<file path="config.mk">
export PLATFORM = sky130hd
export DESIGN_NAME = chan_ptr_sequencer
export DESIGN_NICKNAME = d
export VERILOG_FILES = /design/src/rtl/chan_ptr_sequencer.sv
export SDC_FILE = /design/constraint.sdc
export NUM_CORES = 1
export LEC_CHECK = 0
export ABC_AREA = 1
export CORE_MARGIN = 1.5
export CORE_UTILIZATION = 44
export DETAILED_ROUTE_END_ITERATION = 10
export PLACE_DENSITY = 0.76
export SLEW_MARGIN = 0
export SYNTH_ARGS = -nofsm -noshare
export SYNTH_HDL_FRONTEND = slang
export SYNTH_SLANG_ARGS = --single-unit
</file>
<file path="constraint.sdc">
create_clock -name clk -period 2.5 [get_ports clk]
set_clock_uncertainty 0.1 [all_clocks]
set_input_delay 0.25 -clock clk [delete_from_list [all_inputs] [get_ports clk]]
set_output_delay 0.25 -clock clk [all_outputs]
set_load 0.05 [all_outputs]
</file>
<file path="src/rtl/chan_ptr_sequencer.sv">
// chan_ptr_sequencer: round-robin sequencer that reads a channel's address/count pointers, hands the
// address to the datapath, then writes back address+1 and count-1 through the channel register file.
module chan_ptr_sequencer #(
  parameter int NCHAN = 16,
  parameter int DW = 12,
  parameter logic [1:0] ADDR_SEL = 2'd2,
  parameter logic [1:0] CNT_SEL = 2'd3,
  localparam int CW = $clog2(NCHAN)
) (
  input  logic             clk,
  input  logic             rst_n,
  input  logic             hold,
  input  logic [NCHAN-1:0] req,
  output logic             xfer_valid,
  output logic [CW-1:0]    xfer_chan,
  output logic [DW-1:0]    xfer_addr,
  input  logic             xfer_ack,
  output logic [NCHAN-1:0] done,
  output logic             tc,
  output logic             err_zero,
  output logic             busy,
  output logic [CW-1:0]    rchanid,
  output logic [1:0]       psel0,
  output logic [1:0]       psel1,
  input  logic [DW-1:0]    qp0,
  input  logic [DW-1:0]    qp1,
  output logic [CW-1:0]    wchanid,
  output logic [1:0]       pselw,
  output logic [DW-1:0]    d12,
  output logic             wep
);
  typedef enum logic [2:0] {IDLE, READ, EVAL, XFER, WADDR, WCNT} state_t;
  state_t state, nxt;
  logic [CW-1:0] last, chan, winner, idx;
  logic [DW-1:0] addr, cnt;
  logic found, grant;
  // Overwrite from the far end so the nearest requester after last wins.
  always_comb begin
    winner = last;
    found = 1'b0;
    idx = '0;
    for (int i = NCHAN; i >= 1; i--) begin
      idx = last + CW'(i);
      if (req[idx]) begin
        winner = idx;
        found = 1'b1;
      end
    end
  end
  assign grant = state == IDLE && !hold && found;
  always_ff @(posedge clk or negedge rst_n)
    if (!rst_n) state <= IDLE;
    else state <= nxt;
  always_ff @(posedge clk or negedge rst_n)
    if (!rst_n) begin
      last <= '1;
      chan <= '0;
      rchanid <= '0;
      addr <= '0;
      cnt <= '0;
    end else begin
      if (grant) begin
        last <= winner;
        chan <= winner;
        rchanid <= winner;
      end
      if (state == EVAL) begin
        addr <= qp0;
        cnt <= qp1;
      end
    end
  always_comb begin
    nxt = state;
    xfer_valid = 1'b0;
    err_zero = 1'b0;
    wep = 1'b0;
    wchanid = '0;
    pselw = '0;
    d12 = '0;
    done = '0;
    tc = 1'b0;
    unique case (state)
      IDLE: nxt = grant ? READ : IDLE;
      READ: nxt = EVAL;
      EVAL: begin
        err_zero = qp1 == '0;
        nxt = err_zero ? IDLE : XFER;
      end
      XFER: begin
        xfer_valid = 1'b1;
        nxt = xfer_ack ? WADDR : XFER;
      end
      WADDR: begin
        wep = 1'b1;
        wchanid = chan;
        pselw = ADDR_SEL;
        d12 = addr + DW'(1);
        nxt = WCNT;
      end
      WCNT: begin
        wep = 1'b1;
        wchanid = chan;
        pselw = CNT_SEL;
        d12 = cnt - DW'(1);
        done[chan] = 1'b1;
        tc = d12 == '0;
        nxt = IDLE;
      end
      default: nxt = IDLE;
    endcase
  end
  assign busy = state != IDLE;
  assign xfer_chan = chan;
  assign xfer_addr = addr;
  assign psel0 = ADDR_SEL;
  assign psel1 = CNT_SEL;
endmodule

</file>
Word-level counts from Yosys, hierarchy flattened:

Cells that the tools add are included.

* output and inout bits: 63
* bits of input ports: 44
* bits in registers: 35

* mux-type cells: 77
* $lt $le $gt $ge: 18
* $add $sub $neg: 17
* equal/unequal tests: 5
* reduce and logical (&&, ||, !) cells: 9

Operators by type and width (number)
* $lt A4 B5 Y1 const B: 17
* $bmux W1 S4: 16
* $mux W4: 16
* $mux W1: 38
* $add A4 B4 Y4 const B: 8
* $logic_not A12 Y1: 2
* $pmux W12 S2: 1
* $add A4 B3 Y4 const B: 4
* $mux W16: 1
* $pmux W3 S5: 1
* $add A12 B1 Y12 const B: 1
* $sub A12 B1 Y12 const B: 1
* $add A4 B2 Y4 const B: 2
* $eq A3 B2 Y1 const B: 2
* $eq A3 B3 Y1 const B: 2
* $add A4 B1 Y4 const B: 1
* $demux W1 S4: 1
* $ge A4 B1 Y1 const B: 1
* $pmux W2 S2: 1
* $eq A3 B1 Y1 const B: 1
* $logic_and A1 B1 Y1: 3
* $logic_not A3 Y1: 1
* $mux W3: 1
* $reduce_bool A3 Y1: 1
* 3 further kinds: 3

Longest topological paths before layout:

* depth after elaboration: 21
* mapped depth: 28

Least setup slack after synthesis:

No wires, ideal clock.

* kind: reg2out
* from: register state[1]
* to: output d12[3]
* data required time: 2150 ps
* setup slack: -1569 ps
* path buffers: 1
* stages on the path, launching flop included: 7
* arrival time: 3719 ps
* path through: dfrtp_1 -> nor2_1 -> inv_1 -> nor2_1 -> inv_1 -> clkbuf_1 -> o21ai_0

* cells in the longest elaborated chain, start to end: 2
* elaborated cells between the ends (all ways): 3
* those cells by class: 2 x eq/ne; 1 x mux

RTL lines
* start: declaration: line 33 `state_t state, nxt;`
* start signal: assignment: line 53 `else state <= nxt;`
* $eq A3 B3 Y1: line 82 `unique case (state)`
* $pmux W12 S2 (*): line 82
* end: declaration: line 29 `output logic [DW-1:0] d12,`

Every way passes the cells marked *; elsewhere a longest branch is shown, timed or not.

Worst setup path after layout:

* from: register addr[0], in the netlist xfer_addr[0]
* to: output d12[10]

* cells in the longest elaborated chain, start to end: 2

RTL lines
* start: declaration: line 35 `logic [DW-1:0] addr, cnt;`
* start signal: assignment: line 68 `addr <= qp0;`
* $add A12 B1 Y12: line 97 `d12 = addr + DW'(1);`
* $pmux W12 S2: line 82

No other way between the ends.

==> reports/metrics.cfg <==
[timing]
hold_violations=0
worst_slack_ns=-0.2695
fmax_mhz=361.1
relSlewSlack=0.6307
timing.hold.ws_ns=0.2736
fin_crit_sh=1.108
setup_viol=13
fin_crit_ns=2.769
tightest_slew_ns=0.5522
rsz0062_at_grt=yes
finalMaxSlewViolations=0

[floorplanning]
die_width_um=95.32
die_y_um=95.32
ios=107
row_count=33
die_area_um2=9085
coreArea_um2=8217
start_util=0.4564

[place]
gp_congestion=0.9969
dpl_worst_slack_ns=-0.2515
dp_hpwl_um=11400
io_buffers=102
post_dp_cell_area_um2=5713

[worst_setup_path]
crit_fanout=3
required_ns=2.15
crit_chain=buf_4 > ha_4 > nand2_4 > nor2_4 > inv_2 > nor2_4 > inv_2 > nor3_4 > nand3_2 > o21ai_1 > nand2_1 > o22ai_4 > buf_12
crit_family=simple AND/OR/NAND/NOR gates
critPathBufInv=4
crit_path_start_kind=flop
worstSetupPathType=reg2out
crit_path_end_kind=primary output
slowest_delay_ns=0.37
cp_slowest_cell=dfrtp_2
cp.arrival_ns=2.42

[clock_tree]
clk_latency_ns=0.29
cts_tree=built
cts-htree-levels=2
clock_sinks=35
path_clk_slew_ns=0.08
cts_buffer_depth=2
root_buffer=clkbuf_8
numCtsBuffers=5

[detailed_routing]
vias_per_cell=5.551
first_iter_violations=320
via_count=4963
drt_pre_antenna_iters=5
wirelength_um=15740
antenna_left=0
drc=0
wl_per_cell_um=17.60

[layout]
fillCellCount=534
stdcell_area_um2=6459
antenna_cells=0
post-route-util=0.7861
fin_nets=842
syn_to_final_growth_pct=72.24
drive_gt1_frac=0.3916

[synth]
synth_warnings=0
synth_xor_area_frac=0.05339
synthAdderAreaFrac=0.03337
syn_area_um2=3750
syn_area_per_cell_um2=6.239
synth_cell_types=43
synth_cells=601
seq_area_frac_synth=0.2349
synth_compound_area_frac=0.1215
synth-seq-cells=35
yosys.area_share.simple=0.4077
synth_top_family_by_area=simple AND/OR/NAND/NOR gates
synth_mux_area_frac=0.03003

[job]
maxCapViolCount=0

[grt]
grt_pass1_vias=4769
grt_first_pass_wirelength_um=23250
grt_max_degree=39
overflow=0
track_usage=0.3349
antenna_found_initial=0

[hold_path]
hp-class=in2async

[outcome]
status=finished with violations
failed_checks=negative setup slack

## cells in the mapped netlist
| cell type | n | area (um2) |
|---|---|---|
| o22ai_1 | 4 | 25.02 |
| and3b_1 | 1 | 8.760 |
| nand3_2 | 2 | 20.02 |
| inv_2 | 8 | 30.03 |
| dfstp_2 | 4 | 105.1 |
| xor2_1 | 7 | 61.31 |
| xor2_2 | 3 | 48.80 |
| buf_6 | 6 | 67.56 |
| inv_4 | 2 | 12.51 |
| o21ai_1 | 9 | 45.04 |
| dfrtp_1 | 31 | 775.7 |
| o32ai_1 | 4 | 35.03 |
| nand2_1 | 179 | 671.9 |
| o311ai_0 | 1 | 8.760 |
| o21ai_0 | 10 | 50.05 |
| ha_1 | 10 | 125.1 |
| o211ai_1 | 1 | 7.510 |
| and3_1 | 1 | 6.260 |
| xnor2_1 | 4 | 35.03 |
| nand2_4 | 1 | 11.26 |
| clkbuf_1 | 5 | 18.77 |
| mux2_2 | 10 | 112.6 |
| xnor2_4 | 1 | 27.53 |
| xor2_4 | 1 | 27.53 |
| nand2_2 | 10 | 62.56 |
| or2_2 | 1 | 6.260 |
| nor4_2 | 1 | 12.51 |
| nor4_1 | 3 | 18.77 |
| nor2_2 | 1 | 6.260 |
| o21a_1 | 1 | 7.510 |
| inv_1 | 58 | 217.7 |
| buf_2 | 2 | 10.01 |
| conb_1 | 2 | 7.510 |
| or3_1 | 1 | 6.260 |
| nand3_1 | 80 | 400.4 |
| nor2_1 | 56 | 210.2 |
| a21o_1 | 1 | 7.510 |
| buf_4 | 11 | 82.58 |
| a31oi_1 | 1 | 6.260 |
| a21oi_1 | 49 | 245.2 |
| a21oi_2 | 2 | 17.52 |
| nand4_1 | 6 | 37.54 |
| nor3_1 | 10 | 50.05 |
## cell families after synthesis
group | Yosys count
fa+ha+maj | 10
buf+inv | 92
xor+xnor | 16
mux | 10
compound gates | 83
flops | 35
other cells | 2
simple gates | 353
## flip-flops by register name (all words and copies together) (netlist names)
register	flops
last	4
state	3
cnt	12
xfer_addr	12
xfer_chan	4
## cells in the final DEF, fill, tap and decap left out, types with 4 or more instances in the layout
cell type / count
dfstp_2: 4
a21oi_2: 5
nor2_2: 12
nand4_1: 6
nand2_4: 6
clkdlybuf4s50_1: 72
nand2_1: 159
nor2_1: 40
ha_4: 5
o21ai_1: 9
mux2_2: 10
inv_2: 19
buf_12: 14
nor3_4: 6
xnor2_1: 4
nor2_4: 5
dfrtp_1: 25
o22ai_4: 4
xor2_1: 4
o32ai_4: 4
clkbuf_8: 5
nand3_4: 4
buf_4: 108
buf_6: 7
nand3_1: 53
dfrtp_2: 6
nand2_2: 25
xor2_2: 4
conb_1: 4
o21ai_2: 6
nand3_2: 25
inv_1: 44
a21oi_1: 46
## final cells by class
class | count | area, um2 | area share
flip-flops and latches | 35 | 888.4 | 0.1375
clock inverters | 3 | 43.79 | 0.006780
repair buffers | 202 | 1906 | 0.2950
inverters | 68 | 274.0 | 0.04243
multi-input cells | 476 | 3147 | 0.4872
clock buffers | 5 | 68.82 | 0.01065
well taps | 105 | 131.4 | 0.02034
## per-stage QoR
step,cells,TNS (ns)
floorplan,603,-0.4942
global placement,863,-1.542
detailed placement,863,-1.632
CTS,881,-1.704
global route,894,-4.485
finish,894,-2.455
## timing repair
action | 4_1_cts | 5_1_grt
hold buffers | 0 | 0
setup buffers | 10 | 13
pin swaps | 17 | 21
endpoints found under the setup margin | 15 | 17
resized for setup | 71 | 43
## final timing paths
path / startpoint / end / slack, ns / depth (start not counted)
worst max-delay path: xfer_addr[0] / d12[10] / -0.27 / 13
worst max register to register: last[1] / last[1] / -0.22 / 25
min in group clk: xfer_ack / state[2] / 0.42 / 3
max in group asynchronous: rst_n / xfer_addr[1] / 1.67 / 2
worst min-delay path: rst_n / xfer_addr[11] / 0.27 / 2
worst min register to register: last[3] / last[3] / 0.45 / 2
## metal layers
| metal | part of all wire | global-route usage |
|---|---|---|
| met5 | 0 | 0 |
| met4 | 0.049 | 0.1754 |
| met3 | 0.065 | 0.05104 |
| met2 | 0.50 | 0.5869 |
| met1 | 0.38 | 0.3914 |
Power is not shown: default switching activity piles up to over one toggle a cycle in this logic, so the estimate is an artifact.
